<file path="src/rtl/pdh_capture_writer.sv">
// Write-side capture controller: arms, waits for an optional trigger, then writes one
// decimated frame of DEPTH 64-bit PDH samples into the capture BRAM.
module pdh_capture_writer #(
    parameter int unsigned DEPTH = 8192,
    parameter int unsigned AW    = 13,
    parameter int unsigned DEC_W = 16
) (
    input  logic             clk_i,
    input  logic             rst_ni,
    input  logic             arm_i,
    input  logic             abort_i,
    input  logic             trig_mode_i,
    input  logic             trig_i,
    input  logic [DEC_W-1:0] decim_i,
    input  logic             in_valid_i,
    input  logic [63:0]      in_data_i,
    output logic             bram_we_o,
    output logic [AW-1:0]    bram_waddr_o,
    output logic [63:0]      bram_wdata_o,
    output logic             busy_o,
    output logic             done_o,
    output logic [AW:0]      wr_count_o
);

    typedef enum logic [1:0] {
        StIdle,
        StArmed,
        StCapture,
        StDone
    } state_e;

    localparam logic [AW-1:0] LastAddr = AW'(DEPTH - 1);

    state_e           state_q;
    logic [DEC_W-1:0] dec_reload_q;
    logic [DEC_W-1:0] dec_cnt_q;
    logic             trig_q;
    logic [AW-1:0]    addr_q;
    logic [AW:0]      wr_count_q;
    logic             we_q;
    logic [AW-1:0]    waddr_q;
    logic [63:0]      wdata_q;
    logic             busy_q;
    logic             done_q;

    always_ff @(posedge clk_i) begin
        if (!rst_ni) begin
            state_q      <= StIdle;
            dec_reload_q <= '0;
            dec_cnt_q    <= '0;
            trig_q       <= 1'b0;
            addr_q       <= '0;
            wr_count_q   <= '0;
            we_q         <= 1'b0;
            waddr_q      <= '0;
            wdata_q      <= '0;
            busy_q       <= 1'b0;
            done_q       <= 1'b0;
        end else begin
            trig_q <= trig_i;
            we_q   <= 1'b0;
            if (abort_i) begin
                // Abort beats arm and drops any write that would have issued next cycle.
                state_q <= StIdle;
                busy_q  <= 1'b0;
                done_q  <= 1'b0;
            end else begin
                unique case (state_q)
                    StIdle, StDone: begin
                        if (arm_i) begin
                            dec_reload_q <= decim_i;
                            dec_cnt_q    <= '0;
                            wr_count_q   <= '0;
                            addr_q       <= '0;
                            done_q       <= 1'b0;
                            busy_q       <= 1'b1;
                            state_q      <= trig_mode_i ? StArmed : StCapture;
                        end else if (state_q == StDone) begin
                            done_q <= 1'b1;
                        end
                    end
                    StArmed: begin
                        if (trig_i && !trig_q) begin
                            state_q <= StCapture;
                        end
                    end
                    StCapture: begin
                        if (in_valid_i) begin
                            if (dec_cnt_q == '0) begin
                                dec_cnt_q  <= dec_reload_q;
                                we_q       <= 1'b1;
                                waddr_q    <= addr_q;
                                wdata_q    <= in_data_i;
                                addr_q     <= addr_q + 1'b1;
                                wr_count_q <= wr_count_q + 1'b1;
                                if (addr_q == LastAddr) begin
                                    state_q <= StDone;
                                    busy_q  <= 1'b0;
                                end
                            end else begin
                                dec_cnt_q <= dec_cnt_q - 1'b1;
                            end
                        end
                    end
                    default: state_q <= StIdle;
                endcase
            end
        end
    end

    assign bram_we_o    = we_q;
    assign bram_waddr_o = waddr_q;
    assign bram_wdata_o = wdata_q;
    assign busy_o       = busy_q;
    assign done_o       = done_q;
    assign wr_count_o   = wr_count_q;

endmodule

</file>
<file path="config.mk">
export PLATFORM = sky130hd
export DESIGN_NAME = pdh_capture_writer
export DESIGN_NICKNAME = d
export VERILOG_FILES = /design/src/rtl/pdh_capture_writer.sv
export SDC_FILE = /design/constraint.sdc
export NUM_CORES = 1
export LEC_CHECK = 0
export ABC_AREA = 0
export CORE_ASPECT_RATIO = 1.4
export CORE_UTILIZATION = 55
export CTS_CLUSTER_SIZE = 14
export DETAILED_ROUTE_END_ITERATION = 12
export DONT_BUFFER_PORTS = 1
export GPL_TIMING_DRIVEN = 0
export PLACE_DENSITY = 0.75
export SETUP_SLACK_MARGIN = 0.02
export SLEW_MARGIN = 20
export SYNTH_ARGS = -nofsm -noshare
export SYNTH_HDL_FRONTEND = slang
export SYNTH_SLANG_ARGS = --single-unit
</file>
<file path="constraint.sdc">
create_clock -name clk_i -period 3.6 [get_ports clk_i]
set_input_delay 0.72 -clock clk_i [delete_from_list [all_inputs] [get_ports clk_i]]
set_output_delay 0.72 -clock clk_i [all_outputs]
set_load 0.02 [all_outputs]
</file>
==> flow_summary.json, run 1 <==
{
  "wire_per_inst_um": 17.7,
  "drv_cap": 0,
  "dieArea_um2": 11400,
  "grt_pass1_vias": 5389,
  "hold_viol_final": 0,
  "placed_cell_area_um2": 6210,
  "finish.utilization_pct": 64.3,
  "syn-instance-count": 757,
  "synth_enable_flop_cells": 0,
  "clk_path_buf_depth": 2,
  "portBuffers": 0,
  "synth_top_cell_area_share_pct": 47.1,
  "via_per_inst": 6.17,
  "syn_area_um2": 6030,
  "synth_area_leader_cell": "dfxtp_1",
  "syn_nets": 851,
  "yosysSeqAreaShare_pct": 47.1,
  "setup_viol": 0,
  "yosys.area_share.adder_pct": 1.45,
  "synth_top_family_by_area": "simple AND/OR/NAND/NOR gates",
  "yosys_register_bits": 142,
  "synth_compound_area_share_pct": 21.0,
  "cts_setup_buffers": 0,
  "core_um2": 10500,
  "tns_ns": 0,
  "setup.worst_path.end_class": "flop",
  "vias": 5720,
  "die_w_um": 90.5,
  "ir_worst_vdd_mv": 0.331,
  "min_to": "bram_wdata_o[62]",
  "post-route-min-period_ns": 2.69,
  "clock-root-buffer": "clkbuf_16",
  "hold-path-cell-count": 2,
  "grt_pass1_wl_um": 26300,
  "io_pins": 181,
  "drc": 0,
  "gr-total-overflow": 0,
  "insertion_delay_ns": 0.42,
  "synth_cell_types": 49,
  "grt_use_total_pct": 28.6,
  "fillers": 951,
  "post_synth_and_or_nand_nor_area_fraction_pct": 25.4,
  "layout-drive-gt1-share_pct": 6.08,
  "clkSinkCount": 142,
  "p_leak_uw": 0.00234,
  "yosysWarningCount": 0,
  "fp.dieH_um": 126,
  "synth.area.mux_share_pct": 0.166,
  "timing.rr.end": "wr_count_o[6]",
  "fin_nets": 870,
  "design_area_um2": 6760,
  "drv_slew": 0,
  "clk_pin_slew_ns": 0.06,
  "async_reset_ff_share_pct": 0,
  "yosys.cell_count.top_type": "dfxtp_1",
  "drt_iter0_drc": 342,
  "rsz0062_at_grt": "no",
  "finalClockSkew_ns": 0.00786,
  "ys_top_cells_by_area": "dfxtp_1 (47%), nand2_1 (8.3%), nand3_1 (7.9%)",
  "hold_path_class": "in -> reg",
  "worstSetupStartpointType": "flop",
  "cts_buffers": 17,
  "r2r-start": "state_q[0]",
  "rrSetupSlack_ns": 0.91,
  "fmax_ghz": 0.372,
  "antenna_found_initial": 0,
  "dp_hpwl_um": 12300,
  "dr.pass1.iters": 5,
  "critical_path_required_ns": 3.95,
  "routed_wl_um": 16400,
  "postCtsHoldBufs": 0,
  "dpl_worst_slack_ns": 0.955,
  "crit_path_max_fanout": 10,
  "cts_tree": "done",
  "worst_pin_slew_ns": 0.792,
  "relSlewSlack_pct": 46.8,
  "reg2regPathDepth": 8,
  "post_cts_resized": 0,
  "synth_xor_area_share_pct": 0,
  "rows": 44,
  "cp.arrival_ns": 3.04,
  "synth_flop_cell": "dfxtp_1",
  "timing.final.crit_share_pct": 74.7,
  "status": "finished, final reports clean",
  "initial_core_util_pct": 57.4,
  "routabilityCongestion": 0.938,
  "grt_max_degree": 17,
  "synthToLayoutAreaGrowth_pct": 12.1,
  "p_per_area_nw_per_um2": 517,
  "n_antenna_cell": 0,
  "setup_ws_ns": 0.910,
  "worstSetupPathType": "reg -> reg",
  "synth_area_per_cell_um2": 7.97,
  "htreeDepth": 4,
  "ant_nets": 0,
  "synth_commonest_cells": "dfxtp_1 (142), nand2_1 (133), nand3_1 (95), o21ai_0 (70), a21oi_1 (61)",
  "worstHoldStart": "in_data_i[62]"
}
-- cells in the final DEF (no fill, tap or decap), types with 4 or more instances in the layout --
cell type / n
clkbuf_1: 39
clkbuf_16: 17
a21oi_1: 61
o21ai_1: 23
and3_1: 5
nand2_1: 133
clkinvlp_4: 5
nor3_1: 8
or3_1: 14
o31ai_1: 22
or4_1: 16
o2bb2ai_1: 5
nor2_1: 16
o31a_1: 6
o21ai_0: 70
nand3_1: 95
inv_8: 4
buf_1: 11
a31oi_1: 6
inv_1: 16
buf_2: 9
ha_1: 7
a211oi_1: 4
nor4_1: 5
dfxtp_1: 142
o22ai_1: 6
-- worst max-delay path: stages (launching register included) --
cell and delay [ns]:
dfxtp_1 0.36, inv_1 0.07, ha_1 0.37, nor2b_1 0.21
nor2_1 0.47, nand4_1 0.30, clkbuf_1 0.29, or3_1 0.39
a21oi_1 0.15
-- power by group --
part | total (uW) | switching, uW | internal (uW)
Sequential | 1630 | 34.9 | 1600
Combinational | 223 | 158 | 64.8
Clock | 1640 | 735 | 906
Total | 3500 | 928 | 2570
-- flip-flops by register name (all words and copies together) (netlist names) --
signal	count
busy_o	1
dec_cnt_q	16
bram_waddr_o	13
dec_reload_q	16
done_o	1
addr_q	13
bram_we_o	1
wr_count_o	14
bram_wdata_o	64
trig_q	1
state_q	2
-- stage by stage --
stage | power (uW) | std cells | hold WS (ns)
after detailed placement | 1890 | 895 | 0.450
after global routing | 3610 | 927 | 0.421
after floorplan | 1830 | 757 | 0.432
after CTS | 3510 | 927 | 0.419
after global placement | 1880 | 895 | 0.447
final | 3500 | 927 | 0.430
-- worst max-delay path by stage --
stage / startpoint / endpoint / cells after the start
finish: state_q[0] / wr_count_o[6] / 8
detailed placement: state_q[0] / wr_count_o[6] / 8
global placement: state_q[0] / wr_count_o[6] / 8
CTS: state_q[0] / wr_count_o[6] / 8
floorplan: abort_i / wr_count_o[6] / 6
global route: state_q[0] / wr_count_o[6] / 8
-- cell type report --
class	count	area, um^2	area share, %
inverter	16	60.1	0.888
buffer	59	236	3.50
tap	138	173	2.55
sequential	142	2840	42.0
multi-input combinational	540	2900	42.8
clock inverter	14	126	1.87
clock buffer	18	429	6.35
-- per-layer routing --
layer	share of wire, %	GRT usage, %	up-vias
met3	7.4	7.07	40
li1	-	-	2758
met2	51	52.0	269
met4	2.7	13.6	0
met5	0	0	-
met1	39	30.6	2653
-- cell families (layout without fill, tap and decap cells) --
logic type      Yosys count  after routing
compound gates          218            218
fa+ha+maj                 7              7
simple gates            314            314
mux                       1              1
buf+inv                  75            107
flops                   142            142
(Power assumes the default switching activity.)
==> run 2: changes to the inputs <==
==> constraint.sdc (replaced) <==
create_clock -name clk_i -period 2.7 [get_ports clk_i]
set_input_delay 0.54 -clock clk_i [delete_from_list [all_inputs] [get_ports clk_i]]
set_output_delay 0.54 -clock clk_i [all_outputs]
set_load 0.02 [all_outputs]
==> run 2 against run 1 <==
  * Hold slack lost 0.18 ns
  * Utilization increased by 0.083 points
  * Combinational power is 34% higher
  * Count of clock-buffer cells in the layout did not move
  * Flip-flop and latch count is the same
  * Clock skew about the same
  * Maximum frequency is 5.3% higher
  * Register-to-register slack got worse by 0.77 ns
  * Clock power is 34% higher
  * Worst setup slack worse by 0.77 ns
  * Largest cell class unchanged
==> flow_summary.json, run 2 (synthesis results as in run 1) <==
{
  "dr.pass1.iters": 5,
  "hold_viol_final": 0,
  "grt_max_degree": 17,
  "antenna_found_initial": 0,
  "n_antenna_cell": 0,
  "clk_pin_slew_ns": 0.07,
  "p_leak_uw": 0.00234,
  "via_per_inst": 6.17,
  "timing.final.crit_share_pct": 94.6,
  "finish.utilization_pct": 64.4,
  "drv_slew": 0,
  "relSlewSlack_pct": 43.1,
  "r2r-start": "state_q[0]",
  "grt_pass1_wl_um": 26300,
  "status": "finished, final reports clean",
  "routabilityCongestion": 0.938,
  "worstSetupPathType": "reg -> reg",
  "largest_reg_flops": 64,
  "clkSinkCount": 142,
  "cts_buffers": 17,
  "worstSetupStartpointType": "flop",
  "fillers": 947,
  "die_w_um": 90.5,
  "dieArea_um2": 11400,
  "synthToLayoutAreaGrowth_pct": 12.2,
  "drc": 0,
  "cp.arrival_ns": 2.90,
  "routed_wl_um": 16300,
  "tns_ns": 0,
  "post-route-min-period_ns": 2.56,
  "setup_viol": 0,
  "rrSetupSlack_ns": 0.14,
  "drt_iter0_drc": 304,
  "clk_path_buf_depth": 2,
  "crit_path_max_fanout": 10,
  "grt_use_total_pct": 28.6,
  "drv_cap": 0,
  "io_pins": 181,
  "mostFrequentLayoutCells": "dfxtp_1 (142), nand2_1 (133), nand3_1 (95), o21ai_0 (70), a21oi_1 (61)",
  "initial_core_util_pct": 57.4,
  "fin_nets": 869,
  "insertion_delay_ns": 0.42,
  "final_common_cell": "dfxtp_1",
  "layout-drive-gt1-share_pct": 6.35,
  "reg2regPathDepth": 8,
  "gr-total-overflow": 0,
  "fmax_ghz": 0.391,
  "cp-startpoint": "state_q[0]",
  "worst_pin_slew_ns": 0.847,
  "core_um2": 10500,
  "whs_ns": 0.249,
  "endpoint": "wr_count_o[6]",
  "htreeDepth": 4,
  "rsz0062_at_grt": "no",
  "portBuffers": 0,
  "ir_worst_vdd_mv": 0.442,
  "p_per_area_nw_per_um2": 688,
  "rows": 44,
  "finalClockSkew_ns": 0.00825,
  "grt_pass1_vias": 5389,
  "dp_hpwl_um": 12300,
  "fp.dieH_um": 126,
  "clock-root-buffer": "clkbuf_16",
  "cts_setup_buffers": 0,
  "vias": 5718,
  "cts_tree": "done",
  "critical_path_required_ns": 3.05,
  "ant_nets": 0,
  "timing.rr.end": "wr_count_o[6]",
  "hold_path_class": "in -> reg",
  "wire_per_inst_um": 17.6,
  "setup.worst_path.end_class": "flop"
}
[run 2: changes by cell type in the layout (fill, tap and decap cells not counted)]
cell and change:
nor2_1 -1, nand4_2 -1, nor2_2 +1, nand4_4 +1
clkbuf_2 +1, clkbuf_1 -2
[run 2: worst max-delay path: stages (launching register included)]
cell and delay [ns]:
dfxtp_1 0.36, inv_1 0.07, ha_1 0.37, nor2b_1 0.22, nor2_2 0.34, nand4_1 0.27
clkbuf_1 0.29, or3_1 0.39, a21oi_1 0.16
[run 2: power breakdown]
part	switching, uW	internal [uW]
Sequential	46.5	2130
Combinational	211	87.1
Clock	978	1210
Total	1240	3430
[run 2: worst min path at each step]
stage	startpoint	to	slack, ns	depth (start not counted)
floorplan	dec_reload_q[15]	dec_reload_q[15]	0.43	2
global placement	dec_reload_q[13]	dec_reload_q[13]	0.45	2
detailed placement	dec_reload_q[3]	dec_reload_q[3]	0.45	2
CTS	in_data_i[62]	bram_wdata_o[62]	0.24	2
global route	decim_i[12]	dec_reload_q[12]	0.24	2
finish	in_data_i[50]	bram_wdata_o[50]	0.25	2
[run 2: through the flow]
stage	std cells	setup WS, ns	power (uW)	instance area [um^2]
5_1_grt	926	0.0118	4810	6770
4_1_cts	927	0.0312	4680	6760
3_5_place_dp	895	0.0553	2520	6210
2_1_floorplan	757	0.589	2430	6030
6_report	926	0.145	4660	6770
3_3_place_gp	895	0.115	2510	6210
[run 2: timing repair]
item / 4_1_cts / 5_1_grt
hold endpoints to repair: 0 / 0
setup endpoints to repair: 0 / 44
hold buffers: 0 / 0
gates resized for setup: 0 / 4
[run 2: area by class of cell]
| cell class | count | area (um^2) | area share, % |
|---|---|---|---|
| plain buffers | 58 | 234 | 3.46 |
| clock buffers | 18 | 429 | 6.34 |
| clock inverters | 14 | 126 | 1.87 |
| inverters | 16 | 60.1 | 0.887 |
| multi-input cells | 540 | 2910 | 42.9 |
| flip-flops and latches | 142 | 2840 | 42.0 |
| well taps | 138 | 173 | 2.55 |
[run 2: routing by layer]
metal | GRT usage, % | up-vias | wire length (um)
li1 | - | 2757 | -
met1 | 30.6 | 2671 | 6280
met2 | 52.0 | 247 | 8370
met3 | 7.07 | 43 | 1220
met4 | 13.6 | 0 | 467
met5 | 0 | - | 0
==> run 3: changes to the inputs <==
--- a/config.mk
+++ b/config.mk
@@ -13,6 +13,7 @@
 export DONT_BUFFER_PORTS = 1
 export GPL_TIMING_DRIVEN = 0
 export PLACE_DENSITY = 0.75
+export REMOVE_ABC_BUFFERS = 1
 export SETUP_SLACK_MARGIN = 0.02
 export SLEW_MARGIN = 20
 export SYNTH_ARGS = -nofsm -noshare
==> run 3 against run 2 <==
  * Non-clock buffer count down 50
  * Clock power up 23%
  * Clock skew down 0.0032 ns
  * Maximum frequency about the same
  * First-iteration DRC count up 16%
  * Utilization up 0.44 points
  * Hold slack better by 0.0042 ns
  * Sequential share of layout area down 0.29 points
  * Largest cell class unchanged
==> flow_summary.json, run 3 (synthesis results as in run 1) <==
{
  "status": "finished, final reports clean",
  "gr-total-overflow": 0,
  "postCtsHoldBufs": 0,
  "cts_tree": "done",
  "fmax_ghz": 0.391,
  "initial_core_util_pct": 57.4,
  "drv_slew": 0,
  "insertion_delay_ns": 0.41,
  "slowest_stage": "or4_1",
  "path_cells": "inv_1 > ha_1 > nor2b_1 > or4_1 > o31ai_1 > o2bb2ai_1",
  "die_w_um": 90.5,
  "dieArea_um2": 11400,
  "clk_pin_slew_ns": 0.06,
  "fp.dieH_um": 126,
  "portBuffers": 0,
  "drc": 0,
  "dp_hpwl_um": 9670,
  "routed_wl_um": 15100,
  "fillers": 906,
  "via_per_inst": 6.18,
  "synthToLayoutAreaGrowth_pct": 13.0,
  "antenna_found_initial": 0,
  "grt_pass1_vias": 4976,
  "fin_cells": 879,
  "layout-drive-gt1-share_pct": 7.56,
  "placed_cell_area_um2": 6050,
  "crit_path_max_fanout": 21,
  "worstHoldStart": "trig_i",
  "core_um2": 10500,
  "hold_viol_final": 0,
  "critPathBufInv": 1,
  "cpPeakStageDelay_ns": 0.89,
  "cts_buffers": 17,
  "cp-startpoint": "state_q[0]",
  "finish.utilization_pct": 64.8,
  "grt_use_total_pct": 25.0,
  "setup_viol": 0,
  "p_leak_uw": 0.00237,
  "htreeDepth": 4,
  "design_area_um2": 6820,
  "final_common_cell": "dfxtp_1",
  "worst_pin_slew_ns": 1.00,
  "vias": 5430,
  "grt_pass1_wl_um": 23300,
  "wire_per_inst_um": 17.1,
  "io_pins": 181,
  "clkSinkCount": 142,
  "tns_ns": 0,
  "timing.final.crit_share_pct": 94.6,
  "rsz0062_at_grt": "no",
  "routabilityCongestion": 0.884,
  "worstSetupStartpointType": "flop",
  "dp.cells": 839,
  "hold_path_class": "in -> reg",
  "worstSetupPathType": "reg -> reg",
  "setup.worst_path.end_class": "flop",
  "ir_worst_vdd_mv": 0.513,
  "finalClockSkew_ns": 0.00509,
  "largest_reg_flops": 64,
  "critical_path_required_ns": 3.04,
  "critical_path.top_delay_family": "simple AND/OR/NAND/NOR gates",
  "post-route-min-period_ns": 2.56,
  "drv_cap": 0,
  "clock-root-buffer": "clkbuf_16",
  "relSlewSlack_pct": 33.0,
  "dr.pass1.iters": 5,
  "clk_path_buf_depth": 2,
  "ant_nets": 0,
  "r2r-start": "state_q[0]",
  "p_per_area_nw_per_um2": 752,
  "mostFrequentLayoutCells": "dfxtp_1 (142), nand2_1 (132), nand3_1 (95), o21ai_0 (69), a21oi_1 (60)",
  "grt_max_degree": 158,
  "n_antenna_cell": 0,
  "rows": 44,
  "fin_nets": 822,
  "cp.arrival_ns": 2.90,
  "drt_iter0_drc": 354
}
==> run 3: cell count changes in the layout (fill, tap and decap cells not counted), moves of 4 or more <==
cell	change
clkinvlp_4	-4
bufinv_16	+6
buf_4	+4
buf_1	-11
buf_2	-9
clkbuf_1	-36
==> run 3: stage by stage <==
stage,total power [uW],setup WS [ns],hold WS [ns]
final,5130,0.145,0.253
after global routing,5280,0.0303,0.252
after CTS,5140,0.0469,0.245
after detailed placement,2460,-0.314,0.450
after global placement,2440,-2.28,0.446
after floorplan,2390,-1.24,0.432
==> run 3: final timing paths <==
| check | endpoint | slack [ns] | cells past startpoint |
|---|---|---|---|
| worst max register to register | dec_cnt_q[4] | 0.14 | 6 |
| worst min-delay path | trig_q | 0.25 | 2 |
| worst min register to register | dec_reload_q[1] | 0.46 | 2 |
| worst max-delay path | dec_cnt_q[4] | 0.14 | 6 |
==> run 3: timing repair <==
| item | CTS | global route |
|---|---|---|
| gates cloned | 1 | 2 |
| setup buffers | 3 | 2 |
| endpoints found under the hold margin | 0 | 0 |
| gates resized for setup | 1 | 3 |
| endpoints found under the setup margin | 92 | 77 |
| pin swaps | 1 | 1 |
==> run 3: report_power, final <==
group	total, uW	internal (uW)	switching, uW
clock	2690	1760	936
combinational	255	83.7	171
sequential	2180	2130	46.1
total	5130	3970	1150
==> run 3: area by class of cell <==
class	count	area, um^2	share of cell area [%]
clock buffers	18	429	6.29
clock inverters	14	254	3.73
inverters	16	60.1	0.881
multi-input cells	543	2970	43.6
flip-flops and latches	142	2840	41.7
well taps	138	173	2.53
repair buffers	8	88.8	1.30
==> run 3: layer usage <==
metal / global-route usage [%] / routed length, um / up-vias
met5: 0 / 0 / -
met4: 11.5 / 343 / 0
met3: 7.61 / 1310 / 37
met2: 44.3 / 7560 / 236
met1: 27.0 / 5840 / 2488
li1: - / - / 2669
